--- src/rtl/snake_body_store_pkg.sv ---
// Shared definitions for the snake body store: grid geometry, coordinate
// types and the figure codes used when drawing cells.
package snake_body_store_pkg;

    localparam int COORD_W              = 7;
    localparam int GRID_W               = 124;
    localparam int GRID_H               = 81;
    localparam int SNAKE_LENGTH_BIT_DEF = 4;

    typedef logic [COORD_W-1:0] coord_val_t;

    typedef struct packed {
        coord_val_t x;
        coord_val_t y;
    } coord_t;

    typedef enum logic [2:0] {
        FIG_EMPTY,
        FIG_HEAD,
        FIG_BODY,
        FIG_TAIL,
        FIG_FRUIT
    } figure_e;

    function automatic coord_t make_coord(input coord_val_t x, input coord_val_t y);
        coord_t c;
        c.x = x;
        c.y = y;
        return c;
    endfunction

endpackage

--- src/rtl/snake_body_store_if.sv ---
// Bundle between the game logic and the body store: move/grow requests and
// head position in, the segment stream and status flags out.
interface snake_body_store_if
    import snake_body_store_pkg::*;
#(
    parameter int SLB = SNAKE_LENGTH_BIT_DEF
) ();

    logic             move_tick;
    logic             grow;
    logic [COORD_W-1:0] snake_head_x;
    logic [COORD_W-1:0] snake_head_y;
    logic [SLB-1:0]   body_count;
    logic [COORD_W-1:0] snake_body_x;
    logic [COORD_W-1:0] snake_body_y;
    logic [SLB-1:0]   snake_length;
    logic             self_collision;
    logic             body_full;

    modport master (
        output move_tick, grow, snake_head_x, snake_head_y,
        input  body_count, snake_body_x, snake_body_y, snake_length,
               self_collision, body_full
    );

    modport slave (
        input  move_tick, grow, snake_head_x, snake_head_y,
        output body_count, snake_body_x, snake_body_y, snake_length,
               self_collision, body_full
    );

endinterface

--- src/rtl/snake_body_store_scan_counter.sv ---
// Free-running segment index with sweep-end detection and a dirty flag that
// marks a sweep interrupted by a move.
module snake_body_store_scan_counter #(
    parameter int COUNT_BIT = 4
) (
    input  logic                 clock_25,
    input  logic                 reset,
    input  logic                 move_tick,
    output logic [COUNT_BIT-1:0] count,
    output logic [COUNT_BIT-1:0] next_count,
    output logic                 sweep_end,
    output logic                 dirty
);

    localparam logic [COUNT_BIT-1:0] LAST_INDEX = '1;

    assign next_count = count + COUNT_BIT'(1);
    assign sweep_end  = (count == LAST_INDEX);

    // A move on the last index still leaves the following sweep complete.
    always_ff @(posedge clock_25 or negedge reset) begin
        if (!reset) begin
            count <= '0;
            dirty <= 1'b0;
        end else begin
            count <= next_count;
            if (move_tick) begin
                dirty <= !sweep_end;
            end else if (sweep_end) begin
                dirty <= 1'b0;
            end
        end
    end

endmodule

--- src/rtl/snake_body_store.sv ---
// Snake body segment store: shifts on move, grows on request, streams one
// segment per clock and reports head/body self-collision per full sweep.
module snake_body_store
    import snake_body_store_pkg::*;
#(
    parameter int         SNAKE_LENGTH_BIT = SNAKE_LENGTH_BIT_DEF,
    parameter int         INIT_LENGTH      = 3,
    parameter coord_val_t INIT_X           = 7'd20,
    parameter coord_val_t INIT_Y           = 7'd40
) (
    input logic               clock_25,
    input logic               reset,
    snake_body_store_if.slave bus
);

    localparam int SNAKE_LENGTH_MAX = 2 ** SNAKE_LENGTH_BIT;

    typedef logic [SNAKE_LENGTH_BIT-1:0] idx_t;

    localparam idx_t LENGTH_SAT  = idx_t'(SNAKE_LENGTH_MAX - 1);
    localparam idx_t LENGTH_INIT = idx_t'(INIT_LENGTH);

    function automatic coord_t reset_segment(input int i);
        return make_coord(coord_val_t'(int'(INIT_X) - 1 - i), INIT_Y);
    endfunction

    coord_t body      [SNAKE_LENGTH_MAX];
    coord_t body_next [SNAKE_LENGTH_MAX];
    coord_t head;
    coord_t seg_q;
    idx_t   body_count;
    idx_t   next_count;
    idx_t   snake_length;
    logic   grow_pending;
    logic   sweep_end;
    logic   dirty;
    logic   acc;
    logic   self_collision;
    logic   seg_hit;

    assign head = make_coord(bus.snake_head_x, bus.snake_head_y);

    snake_body_store_scan_counter #(
        .COUNT_BIT (SNAKE_LENGTH_BIT)
    ) u_scan_counter (
        .clock_25   (clock_25),
        .reset      (reset),
        .move_tick  (bus.move_tick),
        .count      (body_count),
        .next_count (next_count),
        .sweep_end  (sweep_end),
        .dirty      (dirty)
    );

    always_comb begin
        for (int i = 0; i < SNAKE_LENGTH_MAX; i++) begin
            body_next[i] = body[i];
        end
        if (bus.move_tick) begin
            body_next[0] = head;
            for (int i = 1; i < SNAKE_LENGTH_MAX; i++) begin
                body_next[i] = body[i-1];
            end
        end
    end

    // The stream reads the post-move array so a move shows up on the very next index.
    always_ff @(posedge clock_25 or negedge reset) begin
        if (!reset) begin
            for (int i = 0; i < SNAKE_LENGTH_MAX; i++) begin
                body[i] <= reset_segment(i);
            end
            seg_q <= reset_segment(0);
        end else begin
            for (int i = 0; i < SNAKE_LENGTH_MAX; i++) begin
                body[i] <= body_next[i];
            end
            seg_q <= body_next[next_count];
        end
    end

    always_ff @(posedge clock_25 or negedge reset) begin
        if (!reset) begin
            snake_length <= LENGTH_INIT;
            grow_pending <= 1'b0;
        end else if (bus.move_tick) begin
            grow_pending <= 1'b0;
            if ((grow_pending || bus.grow) && (snake_length != LENGTH_SAT)) begin
                snake_length <= snake_length + idx_t'(1);
            end
        end else if (bus.grow) begin
            grow_pending <= 1'b1;
        end
    end

    assign seg_hit = (body_count < snake_length) && (seg_q == head);

    // Only a sweep that started after the latest move may update the flag.
    always_ff @(posedge clock_25 or negedge reset) begin
        if (!reset) begin
            acc            <= 1'b0;
            self_collision <= 1'b0;
        end else if (bus.move_tick) begin
            acc <= 1'b0;
        end else if (sweep_end) begin
            acc <= 1'b0;
            if (!dirty) begin
                self_collision <= acc || seg_hit;
            end
        end else begin
            acc <= acc || seg_hit;
        end
    end

    assign bus.body_count     = body_count;
    assign bus.snake_body_x   = seg_q.x;
    assign bus.snake_body_y   = seg_q.y;
    assign bus.snake_length   = snake_length;
    assign bus.self_collision = self_collision;
    assign bus.body_full      = (snake_length == LENGTH_SAT);

endmodule

--- src/flat_wrapper.sv ---
// flat-port wrapper written by rule: the top's interface ports become plain ports
module snake_body_store_flat import snake_body_store_pkg::*;
#(
    parameter int         SNAKE_LENGTH_BIT = SNAKE_LENGTH_BIT_DEF,
    parameter int         INIT_LENGTH      = 3,
    parameter coord_val_t INIT_X           = 7'd20,
    parameter coord_val_t INIT_Y           = 7'd40
)
  (clock_25, reset, bus_move_tick, bus_grow, bus_snake_head_x, bus_snake_head_y, bus_body_count, bus_snake_body_x, bus_snake_body_y, bus_snake_length, bus_self_collision, bus_body_full);
  snake_body_store_if #(.SLB(4)) bus_i ();
  input logic clock_25;
  input logic reset;
  input wire logic [$bits(bus_i.move_tick)-1:0] bus_move_tick;
  input wire logic [$bits(bus_i.grow)-1:0] bus_grow;
  input wire logic [$bits(bus_i.snake_head_x)-1:0] bus_snake_head_x;
  input wire logic [$bits(bus_i.snake_head_y)-1:0] bus_snake_head_y;
  output wire logic [$bits(bus_i.body_count)-1:0] bus_body_count;
  output wire logic [$bits(bus_i.snake_body_x)-1:0] bus_snake_body_x;
  output wire logic [$bits(bus_i.snake_body_y)-1:0] bus_snake_body_y;
  output wire logic [$bits(bus_i.snake_length)-1:0] bus_snake_length;
  output wire logic [$bits(bus_i.self_collision)-1:0] bus_self_collision;
  output wire logic [$bits(bus_i.body_full)-1:0] bus_body_full;
  assign bus_i.move_tick = bus_move_tick;
  assign bus_i.grow = bus_grow;
  assign bus_i.snake_head_x = bus_snake_head_x;
  assign bus_i.snake_head_y = bus_snake_head_y;
  assign bus_body_count = bus_i.body_count;
  assign bus_snake_body_x = bus_i.snake_body_x;
  assign bus_snake_body_y = bus_i.snake_body_y;
  assign bus_snake_length = bus_i.snake_length;
  assign bus_self_collision = bus_i.self_collision;
  assign bus_body_full = bus_i.body_full;
  snake_body_store #(.SNAKE_LENGTH_BIT(SNAKE_LENGTH_BIT), .INIT_LENGTH(INIT_LENGTH), .INIT_X(INIT_X), .INIT_Y(INIT_Y)) u_core (.clock_25(clock_25), .reset(reset), .bus(bus_i));
endmodule
--- config.mk ---
export PLATFORM = sky130hd
export DESIGN_NAME = snake_body_store_flat
export DESIGN_NICKNAME = d
export VERILOG_FILES = /design/src/rtl/snake_body_store_pkg.sv /design/src/rtl/snake_body_store_if.sv /design/src/rtl/snake_body_store_scan_counter.sv /design/src/rtl/snake_body_store.sv /design/src/flat_wrapper.sv
export SDC_FILE = /design/constraint.sdc
export NUM_CORES = 1
export LEC_CHECK = 0
export CAP_MARGIN = 20
export CORE_ASPECT_RATIO = 0.9
export CORE_UTILIZATION = 55
export DETAILED_ROUTE_END_ITERATION = 7
export PLACE_DENSITY = 0.73
export REMOVE_ABC_BUFFERS = 1
export SYNTH_ARGS = -nofsm -noshare
export SYNTH_HDL_FRONTEND = slang
export SYNTH_SLANG_ARGS = --single-unit
--- constraint.sdc ---
create_clock -name clock_25 -period 3.6 [get_ports clock_25]
set_input_delay 0.36 -clock clock_25 [delete_from_list [all_inputs] [get_ports clock_25]]
set_output_delay 0.36 -clock clock_25 [all_outputs]
set_load 0.02 [all_outputs]
==> out/summary.txt <==
DRC = 2
Setup bufs post-CTS = 0
Complex-gate fraction of the synthesized area = 3.18%
Largest net degree at the start of global routing = 105
Post_cts resized = 0
Worst path required time = 3.24 ns
Slew headroom = 42.9%
Input/output buffers = 41
Grt ovf = 0
Maximum clock insertion buffer count = 3
Adder-cell share of the synthesized area = 0.556%
Sequential fraction of the synthesis area = 56.4%
Max incr delay on CP = 0.73 ns
Yosys warnings = 0
Failing checks = DRC
Routability cong. = 0.755
Post-CTS Hold Buffers = 1
Leak pwr = 0.00546 uW
Die area = 21000 um2
Worst reg2reg path startpoint = u_core.u_scan_counter.count[0]
Antenna Cells = 0
Async set-reset flop share out of synthesis = 100%
Total track usage = 21.7%
CTS clk-pin slew, worst paths = 0.06 ns
CTS Buf Count = 26
Avg Synthesized Cell Area = 15.7 um2
Pre-CTS WS = 0.894 ns
CTS sink count = 250
RR Endpoint = u_core.bus.snake_body_y[2]
Largest family of logic cells by synthesized area = multiplexers
Wirelength per Cell = 21.0 um
Fmax = 0.352 GHz
Startpoint types = flop
Final setup skew = 0.0106 ns
NumNets Final = 780
Commonest non-fill, non-tap cell in the layout = mux2_2
Final max-slew violation count = 0
Critical Path AT = 2.48 ns
Max-cap violations = 0
FILL cells = 1459
Fin util = 64.0%
Cell Chain, Critical Path = buf_4, clkdlybuf4s50_1
Cell Rows = 49
Pwr Total = 9400 uW
Drt via density = 5.90
Post-DP Area = 11900 um2
Post-Synth XOR/XNOR Area = 1.48%
First-pass GRT wire length = 35600 um
Final hold violation count = 0
Post-synth EDFFs = 0
Post-Syn Area = 11200 um2
CP endpoint kind = output port
Crit share post-route = 79.0%
Routed Antenna Nets = 0
Clock Tree Root = clkbuf_16
RSZ-0062 raised after global routing = no
PwrDens = 735 nW/um2
Mux cell area share after synthesis = 34.9%
I/O pin total = 42
Final setup margin = 0.756 ns
Status = complete, but fails checks
Crit-path slowest cell = clkdlybuf4s50_1
Most used DFF post-synth = dfrtp_1
Post-Synth Simple-Gate Area = 1.15%
Synthesized instance count = 717
Peak VDD IR = 0.473 mV
Die width = 153 um
Hold Crit Class = input port to async pin
Worst-Skew Late Latency = 0.52 ns
Reg2reg path depth = 5
Initial DRT Pass Iterations = 8
Final Setup Violations = 0
Setup Crit Path Kind = flop to output port
Die height = 138 um
Unique masters post-synth = 36
Yosys reg bits = 250
Flop2flop setup slack = 1.05 ns
CTS tree = yes
Core area = 20000 um2
Synthesis-to-finish area growth = 13.8%
Vias in the first global route = 6735
Final Instance Area = 12800 um2
H-tree levels = 1
Vias = 6085
Final min period = 2.84 ns
Initial drt markers = 350
Max FO, Critical Path = 33
Layout cell share with drive strength beyond 1 = 49.4%
Starting Density = 56.3%
HPWL after detailed placement = 13700 um
Worst Tran Pin Value = 0.857 ns
Routed Wire Length = 21700 um
Commonest non-fill, non-tap cells in the layout = mux2_2, dfrtp_1, dfstp_2
Antenna violations before repair = 0
[layer usage]
layer	vias up	global-route usage, %	share of wire (%)
li1	2760	-	-
met1	3175	28.5	44
met2	115	37.8	50
met3	35	3.43	3.7
met4	0	6.51	2.3
met5	-	0	0
[cell usage after synthesis, drive strengths merged (5+ instances only)]
cell | instances | area share (%)
nand2 | 5 | 0.17
mux4 | 41 | 8.2
dfrtp | 175 | 39
dfstp | 75 | 18
clkbuf | 11 | 0.37
o22ai | 14 | 0.78
xnor2 | 6 | 0.47
mux2 | 239 | 24
buf | 36 | 1.7
a21oi | 15 | 0.67
a211oi | 14 | 0.93
nand3 | 5 | 0.22
mux2i | 31 | 2.8
xor2 | 13 | 1.0
ha | 5 | 0.56
inv | 6 | 0.20
[state kept, by name, indices dropped and copies added, names as in the netlist]
name                         flops
u_core.body                    224
u_core.bus.snake_body_x          7
u_core.bus.snake_body_y          7
u_core.bus.snake_length          4
u_core.u_scan_counter.count      4
u_core.acc                       1
u_core.bus.self_collision        1
u_core.grow_pending              1
u_core.u_scan_counter.dirty      1
[how the worst max path moves through the flow]
stage                                    from                         end  slack, ns  depth (start not counted)
6_report       u_core.u_scan_counter.count[0]           bus_body_count[0]       0.76                          2
5_1_grt        u_core.u_scan_counter.count[0]           bus_body_count[0]       0.64                          2
4_1_cts        u_core.u_scan_counter.count[0]           bus_body_count[0]       0.69                          2
3_5_place_dp                    bus_move_tick  u_core.bus.snake_body_y[2]       0.89                          6
3_3_place_gp                    bus_move_tick  u_core.bus.snake_body_x[5]       0.97                          6
2_1_floorplan  u_core.u_scan_counter.count[0]  u_core.bus.snake_body_x[6]      -1.52                          4
[kinds of logic (layout without fill, tap and decap cells)]
logic type / count (synthesis) / in the layout
AOI/OAI and AO/OA: 55 / 55
xor gates and xnor gates: 19 / 19
adders and majority gates: 5 / 5
buffers and inverters: 53 / 113
DFF: 250 / 250
muxes: 311 / 311
and+or+nand+nor: 24 / 24
[final cells by class]
class                   instances  area, um2  area share [%]
clock inverters                11        105           0.821
repair buffers                 59        594            4.64
clock buffers                  37        753            5.89
flip-flops and latches        250       6350            49.6
multi-input cells             414       4650            36.3
well taps                     255        319            2.49
inverters                       6       22.5           0.176
[per-stage QoR]
stage / std cells / setup TNS (ns) / hold WS (ns)
after floorplan: 670 / -22.64 / 0.0644
after CTS: 1032 / 0 / 0.448
after detailed placement: 983 / 0 / 0.413
after global placement: 983 / 0 / 0.398
final: 1032 / 0 / 0.427
after global routing: 1032 / 0 / 0.470
[critical path: cells and delay by family, from the launching register on]
kind	cells	cell delay, ns
buffers and inverters	2	1.34
flip-flops	1	0.59
[power by group]
part	switching (uW)	internal [uW]
logic	906	1300
registers	509	4030
clock network	1060	1600
total	2470	6930
(Power assumes the default switching activity.)
